<file path="config.mk">
export PLATFORM = sky130hd
export DESIGN_NAME = dot_product_sequencer
export DESIGN_NICKNAME = d
export VERILOG_FILES = /design/src/rtl/dot_product_sequencer.sv
export SDC_FILE = /design/constraint.sdc
export NUM_CORES = 1
export LEC_CHECK = 0
export BUFFER_PORTS_ARGS = -buffer_cell sky130_fd_sc_hd__buf_2
export CAP_MARGIN = 10
export CORE_MARGIN = 3
export CORE_UTILIZATION = 28
export DETAILED_ROUTE_END_ITERATION = 12
export REMOVE_ABC_BUFFERS = 1
export SETUP_SLACK_MARGIN = 0.1
export SYNTH_ARGS = -nofsm -noshare
export SYNTH_HDL_FRONTEND = slang
export SYNTH_SLANG_ARGS = --single-unit
</file>
<file path="constraint.sdc">
create_clock -name clk -period 4.6 [get_ports clk]
set_input_delay 0.46 -clock clk [delete_from_list [all_inputs] [get_ports clk]]
set_output_delay 0.46 -clock clk [all_outputs]
set_load 0.02 [all_outputs]
</file>
<file path="src/rtl/dot_product_sequencer.sv">
// Buffers operand pairs and streams them into an external MAC one vector at a time,
// then captures the MAC result and the vector's pair count for a ready/valid consumer.
module dot_product_sequencer #(
  parameter int unsigned DEPTH   = 8,
  parameter int unsigned MAC_LAT = 1
) (
  input  logic        clk,
  input  logic        rst,
  input  logic        in_valid,
  output logic        in_ready,
  input  logic [15:0] in_a,
  input  logic [15:0] in_b,
  input  logic        in_last,
  output logic [15:0] mac_in1,
  output logic [15:0] mac_in2,
  output logic        mac_en,
  output logic        mac_clr,
  input  logic [15:0] mac_result,
  output logic        res_valid,
  input  logic        res_ready,
  output logic [15:0] res_data,
  output logic [7:0]  res_count
);

  localparam int unsigned DW   = 16;
  localparam int unsigned CW   = 8;
  localparam int unsigned AW   = $clog2(DEPTH);
  localparam int unsigned CNTW = AW + 1;
  localparam int unsigned LW   = (MAC_LAT > 1) ? $clog2(MAC_LAT) : 1;

  typedef struct packed {
    logic          last;
    logic [DW-1:0] a;
    logic [DW-1:0] b;
  } pair_t;

  typedef enum logic [2:0] {IDLE, CLEAR, STREAM, DRAIN, HOLD} state_t;

  pair_t           mem_q [DEPTH];
  logic [AW-1:0]   wr_ptr_q, rd_ptr_q;
  logic [CNTW-1:0] fill_q;
  logic            full, empty, push, pop;
  pair_t           head;

  state_t          state_q, state_d;
  logic [CW-1:0]   pcnt_q, pcnt_d;
  logic [LW-1:0]   lat_q, lat_d;
  logic            res_valid_q, res_valid_d;
  logic [DW-1:0]   res_data_q, res_data_d;
  logic [CW-1:0]   res_count_q, res_count_d;

  assign full     = (fill_q == CNTW'(DEPTH));
  assign empty    = (fill_q == '0);
  assign in_ready = rst & ~full;
  assign push     = in_valid & in_ready;
  assign head     = mem_q[rd_ptr_q];
  assign mac_in1  = head.a;
  assign mac_in2  = head.b;

  // Storage array carries no reset; occupancy alone defines validity.
  always_ff @(posedge clk) begin
    if (push) begin
      mem_q[wr_ptr_q] <= '{last: in_last, a: in_a, b: in_b};
    end
  end

  always_ff @(posedge clk) begin
    if (!rst) begin
      wr_ptr_q <= '0;
      rd_ptr_q <= '0;
      fill_q   <= '0;
    end else begin
      if (push) wr_ptr_q <= wr_ptr_q + AW'(1);
      if (pop)  rd_ptr_q <= rd_ptr_q + AW'(1);
      case ({push, pop})
        2'b10:   fill_q <= fill_q + CNTW'(1);
        2'b01:   fill_q <= fill_q - CNTW'(1);
        default: fill_q <= fill_q;
      endcase
    end
  end

  always_ff @(posedge clk) begin
    if (!rst) begin
      state_q     <= IDLE;
      pcnt_q      <= '0;
      lat_q       <= '0;
      res_valid_q <= 1'b0;
      res_data_q  <= '0;
      res_count_q <= '0;
    end else begin
      state_q     <= state_d;
      pcnt_q      <= pcnt_d;
      lat_q       <= lat_d;
      res_valid_q <= res_valid_d;
      res_data_q  <= res_data_d;
      res_count_q <= res_count_d;
    end
  end

  always_comb begin
    state_d     = state_q;
    pcnt_d      = pcnt_q;
    lat_d       = lat_q;
    res_valid_d = res_valid_q;
    res_data_d  = res_data_q;
    res_count_d = res_count_q;
    mac_en      = 1'b0;
    mac_clr     = 1'b0;
    pop         = 1'b0;
    case (state_q)
      IDLE: begin
        if (!empty) state_d = CLEAR;
      end
      CLEAR: begin
        mac_clr = 1'b1;
        pcnt_d  = '0;
        state_d = STREAM;
      end
      STREAM: begin
        if (!empty) begin
          mac_en = 1'b1;
          pop    = 1'b1;
          if (pcnt_q != {CW{1'b1}}) pcnt_d = pcnt_q + CW'(1);
          if (head.last) begin
            lat_d   = '0;
            state_d = DRAIN;
          end
        end
      end
      // Final accumulation lands MAC_LAT cycles after the last mac_en.
      DRAIN: begin
        if (lat_q == LW'(MAC_LAT - 1)) begin
          res_data_d  = mac_result;
          res_count_d = pcnt_q;
          res_valid_d = 1'b1;
          state_d     = HOLD;
        end else begin
          lat_d = lat_q + LW'(1);
        end
      end
      HOLD: begin
        if (res_ready) begin
          res_valid_d = 1'b0;
          state_d     = IDLE;
        end
      end
      default: state_d = IDLE;
    endcase
  end

  assign res_valid = res_valid_q;
  assign res_data  = res_data_q;
  assign res_count = res_count_q;

endmodule

</file>
# After elaboration in Yosys (flattened, before gate mapping)
# Memories as Yosys holds them, arrays and structs flattened. A register that Yosys moved wholly into a read port is not among the register bits.
# Cells that the tools add are included.
[totals]
register_bits = 47
input_bits = 53
ramBits = 264
elab_cells = 69
memories = 1
[classes]
n_addsub = 6
bitwise_logic = 4
n_reduce_logical = 11
eq_ne = 14
mux = 24
[memory_table]
columns = ["memory", "words", "word_bits", "rd", "rd_clocked_by_memory_dff", "write_ports", "line_no", "rtl"]
rows = [
  ["mem_q", 8, 33, 1, 1, 1, "39", "pair_t mem_q [DEPTH];"],
]
[op_table]
columns = ["operator", "count"]
rows = [
  ["$mux 3", 7],
  ["$mux 8", 2],
  ["$pmux 8 s2", 1],
  ["$pmux 3 s5", 1],
  ["$ne 2x2->1 const B", 6],
  ["$mux 1", 10],
  ["$reduce_and 3->1", 3],
  ["$add 8x1->8 const B", 1],
  ["$ne 8x8->1 const B", 1],
  ["$pmux 4 s2", 1],
  ["$reduce_bool 2->1", 4],
  ["$add 3x1->3 const B", 2],
  ["$eq 3x2->1 const B", 2],
  ["$reduce_and 5->1", 1],
  ["$add 4x1->4 const B", 1],
  ["$eq 4x4->1 const B", 1],
  ["$logic_not 4->1", 1],
  ["$pmux 1 s2", 2],
  ["$sub 4x1->4 const B", 1],
  ["$eq 3x1->1 const B", 1],
  ["$eq 3x3->1 const B", 1],
  ["$logic_not 3->1", 1],
  ["$and 1x1->1", 2],
  ["$eq 2x1->1 const B", 1],
  ["other kinds (4)", 5],
]

# Depth between registers and ports, before layout
[depth]
depth_word = 6
ltp_mapped = 11
mapped_depth_nobuf = 9

# Least setup slack after synthesis
# Ideal clock, no wire load.
[synth_timing]
path_kind = "input-to-reg"
startpoint = "input rst"
endpoint = "memory mem_q[0][0] (netlist bit), enable pin"
arrival_ns = 3.482
n_path_buf = 1
required_time_ns = 4.136
stages = 4
path_slack_ns = 0.653
setup_ns = 0.464
cell_sequence = "clkbuf_1 -> nand3_1 -> or2_2 -> nor3_1"
[synth_via]
elab_chain_cells = 4
[synth_rtl]
columns = ["element", "line_no", "rtl"]
rows = [
  ["from (decl)", "8", "input logic rst,"],
  ["$and 1x1->1", "54", "assign in_ready = rst & ~full;"],
  ["$and 1x1->1", "55", "assign push = in_valid & in_ready;"],
  ["$mux 1", "62", "if (push) begin"],
  ["$mux 1 (implied by the code)", "63", "mem_q[wr_ptr_q] <= '{last: in_last, a: in_a, b: in_b};"],
  ["to (decl)", "39", ""],
]
# Every way passes these cells.

==> results.md <==
- Pre-CTS setup slack: 1800 ps
- Hold Vio Cnt, Final: 0
- PD cells: 428 nW/um^2
- Prevailing post-synth register cell: edfxtp_1
- Top-area cell type share of the netlist area: 66.3%
- Min-delay src: mac_result[9]
- Total CTS buffers: 34
- GRT Util Overall: 11.2%
- # nets final: 823
- CTS sink count: 313
- Seq/Total Area, Yosys: 74.5%
- Max H-tree Level: 2
- Slew HR: 31.0%
- Post-CTS sizing: 0
- Final setup vio count: 0
- Initial Utilization: 28.5%
- Critical Path AT: 2810 ps
- Count of flip-flops with a built-in enable after synthesis: 264
- Final WL: 25200 um
- Die area: 45200 sq um
- Setup crit start kind: flip-flop
- CP required: 4140 ps
- Leading area contributor after synthesis: edfxtp_1
- Worst-path fanout max: 41
- First-pass GRT wire length: 38100 um
- Slowest-stage cell, CP: dfxtp_4
- Dpl cell area: 13200 sq um
- Die Y: 213 um
- F_max: 306 MHz
- Final Max Slew Viols: 0
- Slew @ Worst Pin: 1030 ps
- TritonCTS clock tree: built
- Area Growth Syn to Fin: 20.1%
- Initial antenna violation count: 2
- Fill count: 3980
- Hpwl dp: 14200 um
- Crit-path max cell delay: 940 ps
- Clock Skew: 9.81 ps
- RSZ-0062 raised after global routing: no
- Clock Latency Late Sink: 530 ps
- Fin crit period: 3270 ps
- Clock Path Buffers: 3
- DR pass1 iterations: 4
- DR iter-0 viols: 353
- FF-to-FF End: fill_q[2]$_SDFFE_PN0P_
- Ys Warns: 0
- Critical Path End Type: primary output
- Overflow after GRT: 0
- Mapped Area: 12000 sq um
- RR Startpoint: state_q[1]$_SDFFE_PN0P_
- P_leak: 4.64 nW
- Period utilization: 71.0%
- Min-delay worst type: primary input to flip-flop
- Largest net degree at the start of global routing: 67
- Count leader, synth: edfxtp_1
- Synth Register Bits: 313
- Met3 GRT Util: 3.26%
- Status: finished, final reports clean
- Via density: 4.63
- Fin Setup TNS: 0 ps
- Cells after Synth: 637
- Worst Setup Path Type: flip-flop to primary output
- Row count: 75
- Met2 global-route usage: 18.4%
- Worst setup endpoint: mac_in2[10]
- Reg2reg path depth: 9
- DRC violations left: 0
- Hold-fix buffers, CTS: 0
- Asr flop ratio synth: 0%
- IO buf count: 112
- Met1 global-route usage: 14.3%
- Vias: 6143
- Clk slew on worst S/H paths: 60 ps
- Finished Cell Area: 14400 sq um
- Setup slack, reg-to-reg: 1910 ps
- Antenna viol nets, final: 0
- CP cell instances: buf_12 -> mux4_2 -> mux2_2 -> buf_2
- Routed len/inst: 19.0 um
- Ports: 113
- Synth top cells by count: 264 x edfxtp_1, 66 x mux4_2, 58 x nand2_1, 49 x dfxtp_1
- Number of global-route vias before repair: 6410
- Post-CTS Setup Inserts: 0
- Gr busiest metal: met2
- Die X: 213 um
- Mean Syn Cell Area: 18.8 sq um
- Top area cells in the synthesized netlist: edfxtp_1 66%, mux4_2 12%, dfxtp_1 8.2%, mux2_2 3.1%, nand2_1 1.8%
- VDD IR max: 222 uV
- RePlAce Congestion: 0.715
- Layout cell share with drive strength beyond 1: 37.4%
- Core Region: 42000 sq um
- Root buffer cell: clkbuf_16
- Max cap viols: 0
- Distinct cells, synth: 44
- Worst setup margin: 1330 ps
[layout make-up]
cell class	count	area (sq um)	area share (%)
tap	539	674	4.69
multi-input combinational	288	2970	20.7
sequential	313	8920	62.0
antenna	1	2.50	0.0174
clock inverter	18	240	1.67
clock buffer	40	895	6.22
timing repair buffer	124	663	4.61
inverter	3	11.3	0.0784
[registers in the layout, indices dropped and copies added (netlist names), named ones only]
name       count
fill_q         4
mem_q        264
pcnt_q         8
rd_ptr_q       3
res_count      8
res_data      16
res_valid      1
state_q        3
wr_ptr_q       3
[report_power, final]
part	internal [mW]	total, mW	switching (mW)
registers	3.11	3.13	0.0238
clock network	1.68	2.77	1.09
logic	0.101	0.241	0.140
total	4.89	6.15	1.26
[routing by layer]
layer  part of all wire, %  vias up
met5                 0.099        -
li1                      -     2792
met4                   2.5        4
met1                    43     3137
met2                    48      162
met3                   6.2       48
[placed cells by master (no fill, tap or decap), types with 6 or more instances in the layout]
cell,instances
buf_2,112
nor2_1,14
nand3_1,11
o21ai_0,7
nand2_1,58
dfxtp_1,46
clkbuf_16,35
a21oi_1,33
nor2_4,6
ha_1,6
clkinv_2,8
buf_4,11
mux2_2,33
mux4_2,66
edfxtp_1,264
[critical path: cells and delay by family (launching register included)]
| family | cells | cell delay (ps) |
|---|---|---|
| buf+inv | 2 | 480 |
| flops | 1 | 940 |
| mux | 2 | 800 |
[cell families (layout without fill, tap and decap cells)]
family	count (synthesis)	after routing	share of synthesized area, %
compound gates	50	50	2.30
flops	313	313	74.5
mux	105	105	16.1
xor+xnor	6	6	0.439
buf+inv	36	185	1.20
other cells	0	1	0
fa+ha+maj	6	6	0.627
simple gates	121	121	4.91
[worst min-delay path by stage]
stage / end / slack [ps] / cells after the start
after global routing: res_data[9]$_SDFFE_PN0P_ / 150 / 3
after CTS: res_data[9]$_SDFFE_PN0P_ / 120 / 3
final: res_data[9]$_SDFFE_PN0P_ / 170 / 3
after detailed placement: res_count[2]$_SDFFE_PN0P_ / 450 / 2
after global placement: res_data[9]$_SDFFE_PN0P_ / 440 / 2
after floorplan: res_count[5]$_SDFFE_PN0P_ / 450 / 2
[per-stage QoR]
step	cells	utilization, %	total power [mW]	hold slack [ps]
2_1_floorplan	604	-	3.33	454
3_3_place_gp	1267	31.5	3.43	439
3_5_place_dp	1267	31.5	3.44	448
4_1_cts	1325	34.2	6.23	122
5_1_grt	1325	34.2	6.37	146
6_report	1326	34.2	6.15	167
Power figures use the tool's default switching activity.
